### src/rtl/mcycle_controller_if.sv
// Control/status bundle between mcycle_controller (master) and the datapath/memory side (slave).
// Carries the latched instruction, flags and memory handshake in, and every control strobe out.
interface mcycle_controller_if;
    logic [15:0] instr;
    logic [7:0]  PSR;
    logic        memReady;
    logic        pcEn;
    logic        instrWrite;
    logic        regWrite;
    logic        psrWrite;
    logic        writeBackSelect;
    logic        dataToWriteSelect;
    logic        pcSrc;
    logic        newAluInput;
    logic [1:0]  aluSrc1Select;
    logic [1:0]  aluSrc2Select;
    logic        memRead;
    logic        memWrite;
    logic        addrSelect;
    logic        halted;
    logic        fault;
    logic [3:0]  state;

    modport master (
        input  instr, PSR, memReady,
        output pcEn, instrWrite, regWrite, psrWrite, writeBackSelect, dataToWriteSelect,
               pcSrc, newAluInput, aluSrc1Select, aluSrc2Select, memRead, memWrite,
               addrSelect, halted, fault, state
    );

    modport slave (
        output instr, PSR, memReady,
        input  pcEn, instrWrite, regWrite, psrWrite, writeBackSelect, dataToWriteSelect,
               pcSrc, newAluInput, aluSrc1Select, aluSrc2Select, memRead, memWrite,
               addrSelect, halted, fault, state
    );
endinterface

### src/rtl/mcycle_controller.sv
// Multicycle fetch/decode/execute control FSM for the 16-bit CR16-style datapath, with memory
// wait handshake and stall timeout. Optional CTRL_HALT_EN makes instr 16'h0000 enter HALT.
module mcycle_controller #(
    parameter int unsigned MEM_TIMEOUT = 15
) (
    input  logic                 clk,
    input  logic                 reset,
    mcycle_controller_if.master  bus
);
    typedef enum logic [3:0] {
        ST_FETCH  = 4'd0,
        ST_DECODE = 4'd1,
        ST_ALU_R  = 4'd2,
        ST_ALU_I  = 4'd3,
        ST_LOAD   = 4'd4,
        ST_STORE  = 4'd5,
        ST_BRANCH = 4'd6,
        ST_JUMP   = 4'd7,
        ST_HALT   = 4'd8,
        ST_FAULT  = 4'd9
    } state_t;

    localparam logic [7:0] TIMEOUT_LAST = 8'(MEM_TIMEOUT - 32'd1);

    state_t      state_q, state_d;
    logic [7:0]  wait_cnt_q, wait_cnt_d;
    logic [3:0]  opcode_s, ext_s, cond_s;
    logic        mem_state_s;
    logic        cond_true_s;
    logic        unused_bits_s;

    assign opcode_s      = bus.instr[15:12];
    assign ext_s         = bus.instr[7:4];
    assign cond_s        = bus.instr[11:8];
    assign mem_state_s   = (state_q == ST_FETCH) || (state_q == ST_LOAD) || (state_q == ST_STORE);
    assign cond_true_s   = cond_met(cond_s, bus.PSR);
    assign unused_bits_s = ^{bus.instr[3:0], bus.PSR[4:3], bus.PSR[1]};

    // Flags: C=bit0, L=bit2, F=bit5, Z=bit6, N=bit7.
    function automatic logic cond_met(input logic [3:0] cond, input logic [7:0] psr);
        logic c, l, f, z, n, r;
        c = psr[0];
        l = psr[2];
        f = psr[5];
        z = psr[6];
        n = psr[7];
        case (cond)
            4'd0:    r = z;
            4'd1:    r = !z;
            4'd2:    r = c;
            4'd3:    r = !c;
            4'd4:    r = l;
            4'd5:    r = !l;
            4'd6:    r = n;
            4'd7:    r = !n;
            4'd8:    r = f;
            4'd9:    r = !f;
            4'd10:   r = !l && !z;
            4'd11:   r = l || z;
            4'd12:   r = !n && !z;
            4'd13:   r = n || z;
            4'd14:   r = 1'b1;
            default: r = 1'b0;
        endcase
        return r;
    endfunction

    // Next-state selection and memory stall counter.
    always_comb begin
        state_d    = state_q;
        wait_cnt_d = wait_cnt_q;
        case (state_q)
            ST_FETCH: begin
                if (bus.memReady)                      state_d = ST_DECODE;
                else if (wait_cnt_q == TIMEOUT_LAST)   state_d = ST_FAULT;
                else                                   state_d = ST_FETCH;
            end
            ST_DECODE: begin
                case (opcode_s)
                    4'b0000: begin
`ifdef CTRL_HALT_EN
                        if (bus.instr == 16'h0000) state_d = ST_HALT;
                        else                       state_d = ST_ALU_R;
`else
                        state_d = ST_ALU_R;
`endif
                    end
                    4'b0100: begin
                        case (ext_s)
                            4'b0000: state_d = ST_LOAD;
                            4'b0100: state_d = ST_STORE;
                            4'b1000: state_d = ST_JUMP;
                            4'b1100: state_d = ST_JUMP;
                            default: state_d = ST_FETCH;
                        endcase
                    end
                    4'b1100: state_d = ST_BRANCH;
                    default: state_d = ST_ALU_I;
                endcase
            end
            ST_ALU_R, ST_ALU_I, ST_BRANCH, ST_JUMP: state_d = ST_FETCH;
            ST_LOAD, ST_STORE: begin
                if (bus.memReady)                      state_d = ST_FETCH;
                else if (wait_cnt_q == TIMEOUT_LAST)   state_d = ST_FAULT;
                else                                   state_d = state_q;
            end
            ST_HALT:  state_d = ST_HALT;
            ST_FAULT: state_d = ST_FAULT;
            default:  state_d = ST_FAULT;
        endcase

        if (state_d != state_q)              wait_cnt_d = 8'd0;
        else if (mem_state_s && !bus.memReady) wait_cnt_d = wait_cnt_q + 8'd1;
        else                                 wait_cnt_d = wait_cnt_q;
    end

    // Control outputs decoded from state and live inputs; all forced low while reset is high.
    always_comb begin
        bus.pcEn              = 1'b0;
        bus.instrWrite        = 1'b0;
        bus.regWrite          = 1'b0;
        bus.psrWrite          = 1'b0;
        bus.writeBackSelect   = 1'b0;
        bus.dataToWriteSelect = 1'b0;
        bus.pcSrc             = 1'b0;
        bus.newAluInput       = 1'b0;
        bus.aluSrc1Select     = 2'b00;
        bus.aluSrc2Select     = 2'b00;
        bus.memRead           = 1'b0;
        bus.memWrite          = 1'b0;
        bus.addrSelect        = 1'b0;
        bus.halted            = 1'b0;
        bus.fault             = 1'b0;
        bus.state             = 4'd0;
        if (!reset) begin
            bus.state = state_q;
            case (state_q)
                ST_FETCH: begin
                    bus.memRead    = 1'b1;
                    bus.instrWrite = bus.memReady;
                end
                ST_DECODE: begin
                    bus.newAluInput   = 1'b1;
                    bus.pcEn          = 1'b1;
                    bus.aluSrc2Select = 2'b10;
                end
                ST_ALU_R: begin
                    bus.aluSrc1Select = 2'b01;
                    bus.psrWrite      = 1'b1;
                    bus.regWrite      = (ext_s != 4'b1011);
                end
                ST_ALU_I: begin
                    bus.aluSrc1Select = 2'b01;
                    bus.aluSrc2Select = 2'b01;
                    bus.psrWrite      = 1'b1;
                    bus.regWrite      = (opcode_s != 4'b1011);
                end
                ST_LOAD: begin
                    bus.memRead         = 1'b1;
                    bus.addrSelect      = 1'b1;
                    bus.regWrite        = bus.memReady;
                    bus.writeBackSelect = bus.memReady;
                end
                ST_STORE: begin
                    bus.memWrite   = 1'b1;
                    bus.addrSelect = 1'b1;
                end
                ST_BRANCH: begin
                    bus.pcEn          = cond_true_s;
                    bus.aluSrc2Select = cond_true_s ? 2'b11 : 2'b00;
                end
                ST_JUMP: begin
                    // JAL (ext 1000) links and jumps unconditionally; Jcond only jumps.
                    bus.pcEn              = (ext_s == 4'b1000) || cond_true_s;
                    bus.pcSrc             = (ext_s == 4'b1000) || cond_true_s;
                    bus.regWrite          = (ext_s == 4'b1000);
                    bus.dataToWriteSelect = (ext_s == 4'b1000);
                end
                ST_HALT: bus.halted = 1'b1;
                ST_FAULT: begin
                    bus.halted = 1'b1;
                    bus.fault  = 1'b1;
                end
                default: begin
                    bus.halted = 1'b1;
                    bus.fault  = 1'b1;
                end
            endcase
        end else begin
            bus.state = 4'd0;
        end
    end

    // State and stall counter registers.
    always_ff @(posedge clk or posedge reset) begin
        if (reset) begin
            state_q    <= ST_FETCH;
            wait_cnt_q <= 8'd0;
        end else begin
            state_q    <= state_d;
            wait_cnt_q <= wait_cnt_d;
        end
    end
endmodule

### src/flat_wrapper.sv
// flat-port wrapper written by rule: the top's interface ports become plain ports
module mcycle_controller_flat 
#(
    parameter int unsigned MEM_TIMEOUT = 15
)
  (clk, reset, bus_instr, bus_PSR, bus_memReady, bus_pcEn, bus_instrWrite, bus_regWrite, bus_psrWrite, bus_writeBackSelect, bus_dataToWriteSelect, bus_pcSrc, bus_newAluInput, bus_aluSrc1Select, bus_aluSrc2Select, bus_memRead, bus_memWrite, bus_addrSelect, bus_halted, bus_fault, bus_state);
  mcycle_controller_if bus_i ();
  input  logic clk;
  input  logic reset;
  input wire logic [$bits(bus_i.instr)-1:0] bus_instr;
  input wire logic [$bits(bus_i.PSR)-1:0] bus_PSR;
  input wire logic [$bits(bus_i.memReady)-1:0] bus_memReady;
  output wire logic [$bits(bus_i.pcEn)-1:0] bus_pcEn;
  output wire logic [$bits(bus_i.instrWrite)-1:0] bus_instrWrite;
  output wire logic [$bits(bus_i.regWrite)-1:0] bus_regWrite;
  output wire logic [$bits(bus_i.psrWrite)-1:0] bus_psrWrite;
  output wire logic [$bits(bus_i.writeBackSelect)-1:0] bus_writeBackSelect;
  output wire logic [$bits(bus_i.dataToWriteSelect)-1:0] bus_dataToWriteSelect;
  output wire logic [$bits(bus_i.pcSrc)-1:0] bus_pcSrc;
  output wire logic [$bits(bus_i.newAluInput)-1:0] bus_newAluInput;
  output wire logic [$bits(bus_i.aluSrc1Select)-1:0] bus_aluSrc1Select;
  output wire logic [$bits(bus_i.aluSrc2Select)-1:0] bus_aluSrc2Select;
  output wire logic [$bits(bus_i.memRead)-1:0] bus_memRead;
  output wire logic [$bits(bus_i.memWrite)-1:0] bus_memWrite;
  output wire logic [$bits(bus_i.addrSelect)-1:0] bus_addrSelect;
  output wire logic [$bits(bus_i.halted)-1:0] bus_halted;
  output wire logic [$bits(bus_i.fault)-1:0] bus_fault;
  output wire logic [$bits(bus_i.state)-1:0] bus_state;
  assign bus_i.instr = bus_instr;
  assign bus_i.PSR = bus_PSR;
  assign bus_i.memReady = bus_memReady;
  assign bus_pcEn = bus_i.pcEn;
  assign bus_instrWrite = bus_i.instrWrite;
  assign bus_regWrite = bus_i.regWrite;
  assign bus_psrWrite = bus_i.psrWrite;
  assign bus_writeBackSelect = bus_i.writeBackSelect;
  assign bus_dataToWriteSelect = bus_i.dataToWriteSelect;
  assign bus_pcSrc = bus_i.pcSrc;
  assign bus_newAluInput = bus_i.newAluInput;
  assign bus_aluSrc1Select = bus_i.aluSrc1Select;
  assign bus_aluSrc2Select = bus_i.aluSrc2Select;
  assign bus_memRead = bus_i.memRead;
  assign bus_memWrite = bus_i.memWrite;
  assign bus_addrSelect = bus_i.addrSelect;
  assign bus_halted = bus_i.halted;
  assign bus_fault = bus_i.fault;
  assign bus_state = bus_i.state;
  mcycle_controller #(.MEM_TIMEOUT(MEM_TIMEOUT)) u_core (.clk(clk), .reset(reset), .bus(bus_i));
endmodule
### config.mk
export PLATFORM = sky130hd
export DESIGN_NAME = mcycle_controller_flat
export DESIGN_NICKNAME = d
export VERILOG_FILES = /design/src/rtl/mcycle_controller_if.sv /design/src/rtl/mcycle_controller.sv /design/src/flat_wrapper.sv
export SDC_FILE = /design/constraint.sdc
export NUM_CORES = 1
export LEC_CHECK = 0
export CAP_MARGIN = 20
export CORE_MARGIN = 2
export CORE_UTILIZATION = 40
export CTS_CLUSTER_SIZE = 28
export DETAILED_ROUTE_END_ITERATION = 8
export HOLD_SLACK_MARGIN = 0.02
export PLACE_DENSITY_LB_ADDON = 0.3
export RECOVER_POWER = 100
export SYNTH_ARGS = -nofsm -noshare
export SYNTH_HDL_FRONTEND = slang
export SYNTH_SLANG_ARGS = --single-unit
### constraint.sdc
create_clock -name clk -period 2 [get_ports clk]
set_input_delay 0.2 -clock clk [delete_from_list [all_inputs] [get_ports clk]]
set_output_delay 0.2 -clock clk [all_outputs]
set_load 0.01 [all_outputs]
==> results.yml, run 1 <==
routing:
  detail-route-antenna-nets: 0
  routed_wl_um: 3530
  routed_via_density: 5.34
  drtPass1Iterations: 4
  drc: 0
  routedWlPerCell_um: 12.9
  num_vias: 1462
  drt_iter0_drc: 71
yosys:
  syn_area_um2: 1280
  synth.distinct_cells: 55
  syn_area_per_cell_um2: 7.74
  yosys.area.top_type_share_pct: 23.4
  syn-num-nets: 195
  syn-instance-count: 166
  synth-edff-count: 0
  ys_seq_area_share_pct: 23.4
  netlist_top_cells_count: "nor2_1 (23), nand2_1 (16), dfrtp_1 (12), inv_1 (12)"
  synth_warnings: 0
  synthTopCellsByArea: "dfrtp_1 (23%), nor2_1 (6.7%), xor2_1 (4.8%)"
  ys.flop_type: "dfrtp_1"
  async_flop_share_pct: 100
  synth_most_common_cell: "nor2_1"
  ys_ff_latch: 12
  synth_top_area_cell: "dfrtp_1"
floorplan:
  start_util_pct: 42.1
  dieArea_um2: 3680
  design.core.area_um2: 3050
  die_y_um: 60.7
  die_w_um: 60.7
  rows: 20
  num_io_pins: 48
run_status:
  outcome: "complete, no violations"
power_and_ir_drop:
  powerDensity_nw_per_um2: 276
  leakage_nw: 0.894
  p_clk_share_pct: 25.9
  pwr-share-comb_pct: 28.3
  p_sw_share_pct: 25.9
  power_mw: 0.538
  power_switching_mw: 0.139
  seqPwrFrac_pct: 45.8
  internal_power_mw: 0.399
  vdd_ir_drop_max_uv: 135
sta:
  hold_slack_ps: 564
  fin_crit_sh_pct: 96.2
  fin_crit_ps: 1920
  fin_tns_setup_ps: 0
  slew_headroom_pct: 57.4
  drv_slew: 0
  fmaxAchievable_ghz: 0.520
  tightest_slew_ps: 639
  hold_viol_final: 0
  setup_viol: 0
  skew_ps: 5.74
clocking:
  clk_pin_slew_ps: 70
  cts_tree: "yes"
  clk_latency_ps: 270
  cts_root_buffer: "clkbuf_4"
  cts.sinks: 12
  cts_buffers: 3
  cts_max_level: 1
  cts_buffer_depth: 2
critical_path:
  end_kind: "output port"
  path_class: "flop to output port"
  crit_required_ps: 1800
  r2r_cells: 6
  cp_max_fo: 7
  arrival_ps: 1720
  cp-start-kind: "flop"
global_routing:
  grt-ovfl-total: 0
  grt_pass1_wl_um: 5550
  grt_usage_pct: 19.3
  grt_max_degree: 13
  grt_pass1_vias: 1322
  grt_antenna_before_repair: 0
placement:
  placed_area_um2: 1890
  hpwlAfterDp_um: 2800
  io_buffers: 39
  gp_routability_congestion: 0.820
layout:
  fin_util_pct: 63.9
  num_antenna_cells: 0
  drive_gt1_share_pct: 26.5
  syn2layout_area_growth_pct: 51.8
  fin_area_um2: 1950
  nNetsFinal: 261
flow_run:
  cap_violations: 0
hold_path:
  min_path_cells: 2
  hp-class: "flop to flop"
per-layer routing:
metal / routed length, um / global-route usage, % / up-vias
met4: 0 / 2.48 / 0
met5: 0 / 0 / -
li1: - / - / 720
met1: 1530 / 24.7 / 688
met3: 189 / 2.77 / 0
met2: 1810 / 35.0 / 54
timing repair:
action	in CTS	in global routing
setup endpoints to repair	13	8
setup buffers	0	4
gates resized for setup	24	16
hold buffers	0	0
pin swaps	0	7
endpoints found under the hold margin	0	0
gates cloned	0	0
sequential cells by signal, indices dropped and copies added (netlist names):
signal             flops
u_core.state_q         4
u_core.wait_cnt_q      8
placed cells by master (no fill, tap or decap), drive strengths merged, types with 2 or more instances in the layout:
master / synthesis / final
clkbuf: 3 / 7
ha: 2 / 2
a21oi: 4 / 4
buf: 9 / 34
o21ai: 2 / 2
dlygate4sd2: 0 / 9
nand2: 16 / 16
nor2: 23 / 23
and3: 3 / 3
nand3: 4 / 4
o211ai: 3 / 3
o31ai: 3 / 3
nand2b: 4 / 4
xor2: 7 / 7
and2: 4 / 4
inv: 12 / 12
nor4: 5 / 5
nor3: 8 / 8
a211oi: 2 / 2
nand4: 7 / 7
dfrtp: 12 / 12
dlygate4sd3: 0 / 2
o21bai: 2 / 2
clkdlybuf4s50: 0 / 22
xnor2: 4 / 4
a31o: 2 / 2
mux2i: 2 / 2
a2111oi: 2 / 2
nor2b: 3 / 3
nor4b: 2 / 2
per-stage QoR:
step / instances / worst slack, ps
floorplan: 166 / 265
global placement: 268 / -459
finish: 274 / 76.1
detailed placement: 268 / -579
CTS: 271 / -185
global route: 274 / -7.22
path summary, 6_finish.rpt:
kind                                 startpoint                   end  slack (ps)
max                           u_core.state_q[0]          bus_regWrite          80
min                        u_core.wait_cnt_q[7]  u_core.wait_cnt_q[7]         560
max reg2reg                   u_core.state_q[1]  u_core.wait_cnt_q[1]         110
min reg2reg                u_core.wait_cnt_q[7]  u_core.wait_cnt_q[7]         560
max in group asynchronous                 reset     u_core.state_q[1]         900
min in group asynchronous                 reset     u_core.state_q[3]         640
cell type report:
| cell class | count | area, um^2 |
|---|---|---|
| repair buffers | 73 | 619 |
| fillers | 273 | 1100 |
| flip-flops and latches | 12 | 304 |
| multi-input cells | 130 | 905 |
| inverters | 12 | 45.0 |
| well taps | 44 | 55.1 |
| clock buffers | 3 | 22.5 |
power groups by stage:
stage	logic (mW)	registers (mW)	clock network (mW)
after global placement	0.141	0.251	0
final	0.152	0.246	0.139
after CTS	0.147	0.246	0.146
after floorplan	0.0569	0.249	0
after global routing	0.167	0.246	0.160
after detailed placement	0.146	0.251	0
worst max-delay path, cell delays in order, from the launching register on:
cell and delay, ps:
dfrtp_2 470, buf_4 160, nor2_2 60, nand2_1 80, a31o_2 260, nor4_2 260, buf_2 170
logic make-up (layout without fill, tap and decap cells):
family	Yosys count	in the layout	share of synthesized area, %
simple gates	83	83	35.9
compound gates	31	31	19.9
buf+inv	24	88	9.54
flops	12	12	23.4
xor+xnor	11	11	7.50
fa+ha+maj	2	2	1.95
mux	2	2	1.56
other cells	1	1	0.292
Power figures use the tool's default switching activity.
==> run 2, diff against run 1 <==
--- a/config.mk
+++ b/config.mk
@@ -11,7 +11,7 @@
 export CTS_CLUSTER_SIZE = 28
 export DETAILED_ROUTE_END_ITERATION = 8
 export HOLD_SLACK_MARGIN = 0.02
-export PLACE_DENSITY_LB_ADDON = 0.3
+export PLACE_DENSITY = 0.71
 export RECOVER_POWER = 100
 export SYNTH_ARGS = -nofsm -noshare
 export SYNTH_HDL_FRONTEND = slang
==> results.yml, run 2 (synthesis results as in run 1) <==
run_status:
  outcome: "complete, no violations"
power_and_ir_drop:
  vdd_ir_drop_max_uv: 170
  power_mw: 0.546
  internal_power_mw: 0.400
  power_switching_mw: 0.146
  p_sw_share_pct: 26.8
  powerDensity_nw_per_um2: 273
  pwr-share-comb_pct: 28.7
  seqPwrFrac_pct: 45.0
  leakage_nw: 0.930
  p_clk_share_pct: 26.2
hold_path:
  hp-class: "flop to flop"
  holdCritStartpoint: "u_core.wait_cnt_q[7]"
  holdPathEnd: "u_core.wait_cnt_q[7]"
  min_path_cells: 2
sta:
  grt_setup_unrepaired: "false"
  layout_setup_ws_ps: 75.3
  fmaxAchievable_ghz: 0.520
  drv_slew: 0
  slew_headroom_pct: 54.5
  fin_crit_sh_pct: 96.2
  setup_viol: 0
  skew_ps: 3.28
  hold_viol_final: 0
  tightest_slew_ps: 682
  fin_crit_ps: 1920
floorplan:
  start_util_pct: 42.1
  die_y_um: 60.7
  dieArea_um2: 3680
  num_io_pins: 48
  die_w_um: 60.7
  rows: 20
  design.core.area_um2: 3050
critical_path:
  ff2ff_setup_slack_ps: 170
  path_class: "flop to output port"
  cp_max_fo: 6
  crit_start: "u_core.state_q[0]"
  crit_required_ps: 1800
  crit_chain: "buf_4 -> inv_1 -> buf_4 -> nor2_1 -> clkdlybuf4s50_1"
  reg2reg_from: "u_core.state_q[2]"
  r2r-end: "u_core.wait_cnt_q[1]"
  cpPeakStageDelay_ps: 550
  end_kind: "output port"
  cp_common_cell: "buf_4"
  slowest_stage: "clkdlybuf4s50_1"
  r2r_cells: 7
  cp-start-kind: "flop"
  arrival_ps: 1720
clocking:
  clk_latency_ps: 270
  cts.sinks: 12
  clk_pin_slew_ps: 70
  cts_root_buffer: "clkbuf_4"
  cts_tree: "yes"
  cts_buffers: 3
  cts_max_level: 1
  hold_buffers: 0
  cts_buffer_depth: 2
placement:
  pre_cts_ws_ps: -502
  dp.cells: 275
  gp_routability_congestion: 0.829
  placed_area_um2: 1940
  hpwlAfterDp_um: 2980
  io_buffers: 39
layout:
  fin_cells: 282
  reg_top3: "u_core.wait_cnt_q x8, u_core.state_q x4"
  syn2layout_area_growth_pct: 55.5
  num_antenna_cells: 0
  nNetsFinal: 269
  drive_gt1_share_pct: 28.2
  top_register: "u_core.wait_cnt_q"
  final_cell_mix: "buf_4 (40), nor2_1 (21), clkdlybuf4s50_1 (20)"
  largest_reg_flops: 8
  mostFrequentLayoutCell: "buf_4"
  fin_area_um2: 2000
global_routing:
  grt_pass1_vias: 1365
  grt_max_degree: 13
  grt_antenna_before_repair: 0
  grt_usage_pct: 21.4
  grt-ovfl-total: 0
  grt_pass1_wl_um: 6040
routing:
  drtPass1Iterations: 4
  routed_via_density: 5.23
  drc: 0
  detail-route-antenna-nets: 0
  routedWlPerCell_um: 13.4
  num_vias: 1475
  drt_iter0_drc: 96
  routed_wl_um: 3770
flow_run:
  cap_violations: 0
## run 2: cell type report
| type | count | area (um^2) |
|---|---|---|
| fillers | 265 | 1050 |
| well taps | 44 | 55.1 |
| multi-input cells | 130 | 907 |
| repair buffers | 81 | 666 |
| inverters | 12 | 45.0 |
| flip-flops and latches | 12 | 303 |
| clock buffers | 3 | 22.5 |
## run 2: worst max-delay path by stage
stage	to	slack, ps	cells after the start
floorplan	bus_regWrite	260	5
global placement	bus_aluSrc2Select[0]	-420	7
detailed placement	bus_pcEn	-500	7
CTS	bus_pcEn	0.5	7
global route	bus_regWrite	3	6
finish	bus_state[0]	80	5
## run 2: power groups by stage
stage	clock, mW	sequential, mW	combinational, mW
2_1_floorplan	0	0.249	0.0569
3_3_place_gp	0	0.250	0.144
3_5_place_dp	0	0.251	0.150
4_1_cts	0.148	0.246	0.154
5_1_grt	0.156	0.246	0.171
6_report	0.143	0.246	0.157
## run 2: per-stage QoR
stage	setup TNS, ps	hold WS, ps	util, %
2_1_floorplan	0	289	-
3_3_place_gp	-2250	529	63.5
3_5_place_dp	-2870	547	63.5
4_1_cts	0	348	65.5
5_1_grt	0	593	65.5
6_report	0	574	65.5
## run 2: metal layers
| metal | vias to the layer above | part of all wire (%) | global-route usage, % |
|---|---|---|---|
| met4 | 0 | 0.19 | 3.42 |
| met5 | - | 0 | 0 |
| met3 | 2 | 4.8 | 3.20 |
| li1 | 736 | - | - |
| met2 | 47 | 52 | 38.2 |
| met1 | 690 | 43 | 27.7 |
## run 2: timing repair
action,4_1_cts,5_1_grt
gates resized for setup,26,16
setup buffers,4,0
hold endpoints to repair,0,0
pin swaps,0,1
endpoints found under the setup margin,13,9
## run 2: worst max-delay path, delay by kind of cell, from the launching register on
family | cells | cell delay [ps]
buffers and inverters | 4 | 890
flip-flops | 1 | 420
AND/OR/NAND/NOR | 1 | 140
==> run 3, diff against run 2 <==
--- a/config.mk
+++ b/config.mk
@@ -16,3 +16,4 @@
 export SYNTH_ARGS = -nofsm -noshare
 export SYNTH_HDL_FRONTEND = slang
 export SYNTH_SLANG_ARGS = --single-unit
+export TNS_END_PERCENT = 20
==> results.yml, run 3 (synthesis results as in run 1) <==
run_status:
  outcome: "complete, no violations"
routing:
  routedWlPerCell_um: 13.3
  num_vias: 1466
  routed_wl_um: 3690
  drtPass1Iterations: 4
  routed_via_density: 5.27
  drc: 0
  drt_iter0_drc: 85
  detail-route-antenna-nets: 0
global_routing:
  grt-ovfl-total: 0
  grt_pass1_wl_um: 5980
  grt_pass1_vias: 1357
  grt_max_degree: 13
  grt_usage_pct: 21.1
  grt_antenna_before_repair: 0
power_and_ir_drop:
  p_sw_share_pct: 27.0
  p_clk_share_pct: 26.5
  internal_power_mw: 0.399
  leakage_nw: 0.896
  vdd_ir_drop_max_uv: 149
  powerDensity_nw_per_um2: 277
  pwr-share-comb_pct: 28.4
  power_switching_mw: 0.147
  seqPwrFrac_pct: 45.1
clocking:
  cts_buffers: 3
  clk_latency_ps: 270
  clk_pin_slew_ps: 70
  cts.sinks: 12
  cts_setup_buffers: 0
  cts_buffer_depth: 2
  cts_max_level: 1
  cts_tree: "yes"
  cts_root_buffer: "clkbuf_4"
layout:
  regArea_um2: 303
  multiInputGateArea_um2: 910
  mostFrequentLayoutCell: "buf_4"
  n_fill_cell: 278
  drive_gt1_share_pct: 26.5
  final_cell_mix: "buf_4 (32), nor2_1 (22), clkdlybuf4s50_1 (21)"
  syn2layout_area_growth_pct: 53.7
  fin_cells: 278
  top_register: "u_core.wait_cnt_q"
  num_antenna_cells: 0
  largest_reg_flops: 8
  fin_util_pct: 64.7
  nNetsFinal: 265
  fin_area_um2: 1970
  reg_top3: "u_core.wait_cnt_q x8, u_core.state_q x4"
sta:
  fin_crit_ps: 1970
  tightest_slew_ps: 682
  slew_headroom_pct: 54.6
  skew_ps: 3.78
  fin_crit_sh_pct: 98.3
  fmaxAchievable_ghz: 0.508
  grt_setup_unrepaired: "true"
  setup_viol: 0
  drv_slew: 0
  hold_viol_final: 0
critical_path:
  cp_max_fo: 10
  cp-start-kind: "flop"
  r2r-end: "u_core.wait_cnt_q[3]"
  r2r_cells: 7
  ff2ff_setup_slack_ps: 110
  end_kind: "output port"
  reg2reg_from: "u_core.state_q[2]"
  arrival_ps: 1770
  crit_required_ps: 1800
  path_class: "flop to output port"
floorplan:
  die_w_um: 60.7
  num_io_pins: 48
  dieArea_um2: 3680
  rows: 20
  design.core.area_um2: 3050
  start_util_pct: 42.1
  die_y_um: 60.7
hold_path:
  hp-class: "flop to flop"
  holdCritStartpoint: "u_core.wait_cnt_q[7]"
  holdPathEnd: "u_core.wait_cnt_q[7]"
  min_path_cells: 2
placement:
  dp.cells: 275
  placed_area_um2: 1940
  io_buffers: 39
  hpwlAfterDp_um: 2980
  gp_routability_congestion: 0.829
flow_run:
  cap_violations: 0
-- run 3: cell type report --
cell class	instances	area share, %
clock buffer	3	1.14
timing repair buffer	77	32.4
tap	44	2.79
inverter	12	2.28
sequential	12	15.3
multi-input combinational	130	46.1
-- run 3: timing repair --
| action | in CTS | in global routing |
|---|---|---|
| gates resized for setup | 29 | 13 |
| hold buffers | 0 | 0 |
| endpoints found under the setup margin | 13 | 10 |
| pin swaps | 0 | 1 |
-- run 3: worst max-delay path by stage --
stage / startpoint / to / slack [ps] / cells after the start
after floorplan: u_core.state_q[1] / bus_regWrite / 260 / 5
after global placement: bus_instr[9] / bus_aluSrc2Select[0] / -420 / 7
after detailed placement: bus_instr[9] / bus_pcEn / -500 / 7
after CTS: bus_PSR[7] / bus_pcEn / 0.5 / 7
after global routing: u_core.state_q[3] / bus_fault / -40 / 4
final: u_core.state_q[3] / bus_fault / 30 / 4
-- run 3: layer usage --
layer  share of wire [%]  global-route usage [%]  wire, um  vias to the layer above
met3                 3.6                    3.20       132                        2
met1                  45                    27.8      1680                      701
met5                   0                       0         0                        -
met4                0.27                    2.80        10                        0
met2                  51                    37.3      1870                       35
li1                    -                       -         -                      728
-- run 3: critical path, stage by stage, from the launching register on --
cell and delay (ps):
dfrtp_1 430, buf_4 220, inv_2 90, nor3_1 190
clkdlybuf4s50_1 560
-- run 3: per-stage QoR --
| step | worst slack [ps] | setup TNS, ps | hold slack [ps] | total power [mW] |
|---|---|---|---|---|
| 6_report | 33.3 | 0 | 575 | 0.546 |
| 5_1_grt | -44.5 | -78.9 | 588 | 0.571 |
| 4_1_cts | 0.464 | 0 | 348 | 0.546 |
| 3_5_place_dp | -502 | -2870 | 547 | 0.400 |
| 3_3_place_gp | -416 | -2250 | 529 | 0.395 |
| 2_1_floorplan | 265 | 0 | 289 | 0.306 |
-- run 3: power groups by stage --
| stage | logic, mW | clock network, mW | registers, mW |
|---|---|---|---|
| floorplan | 0.0569 | 0 | 0.249 |
| global placement | 0.144 | 0 | 0.250 |
| detailed placement | 0.150 | 0 | 0.251 |
| CTS | 0.152 | 0.148 | 0.246 |
| global route | 0.169 | 0.156 | 0.246 |
| finish | 0.155 | 0.145 | 0.246 |
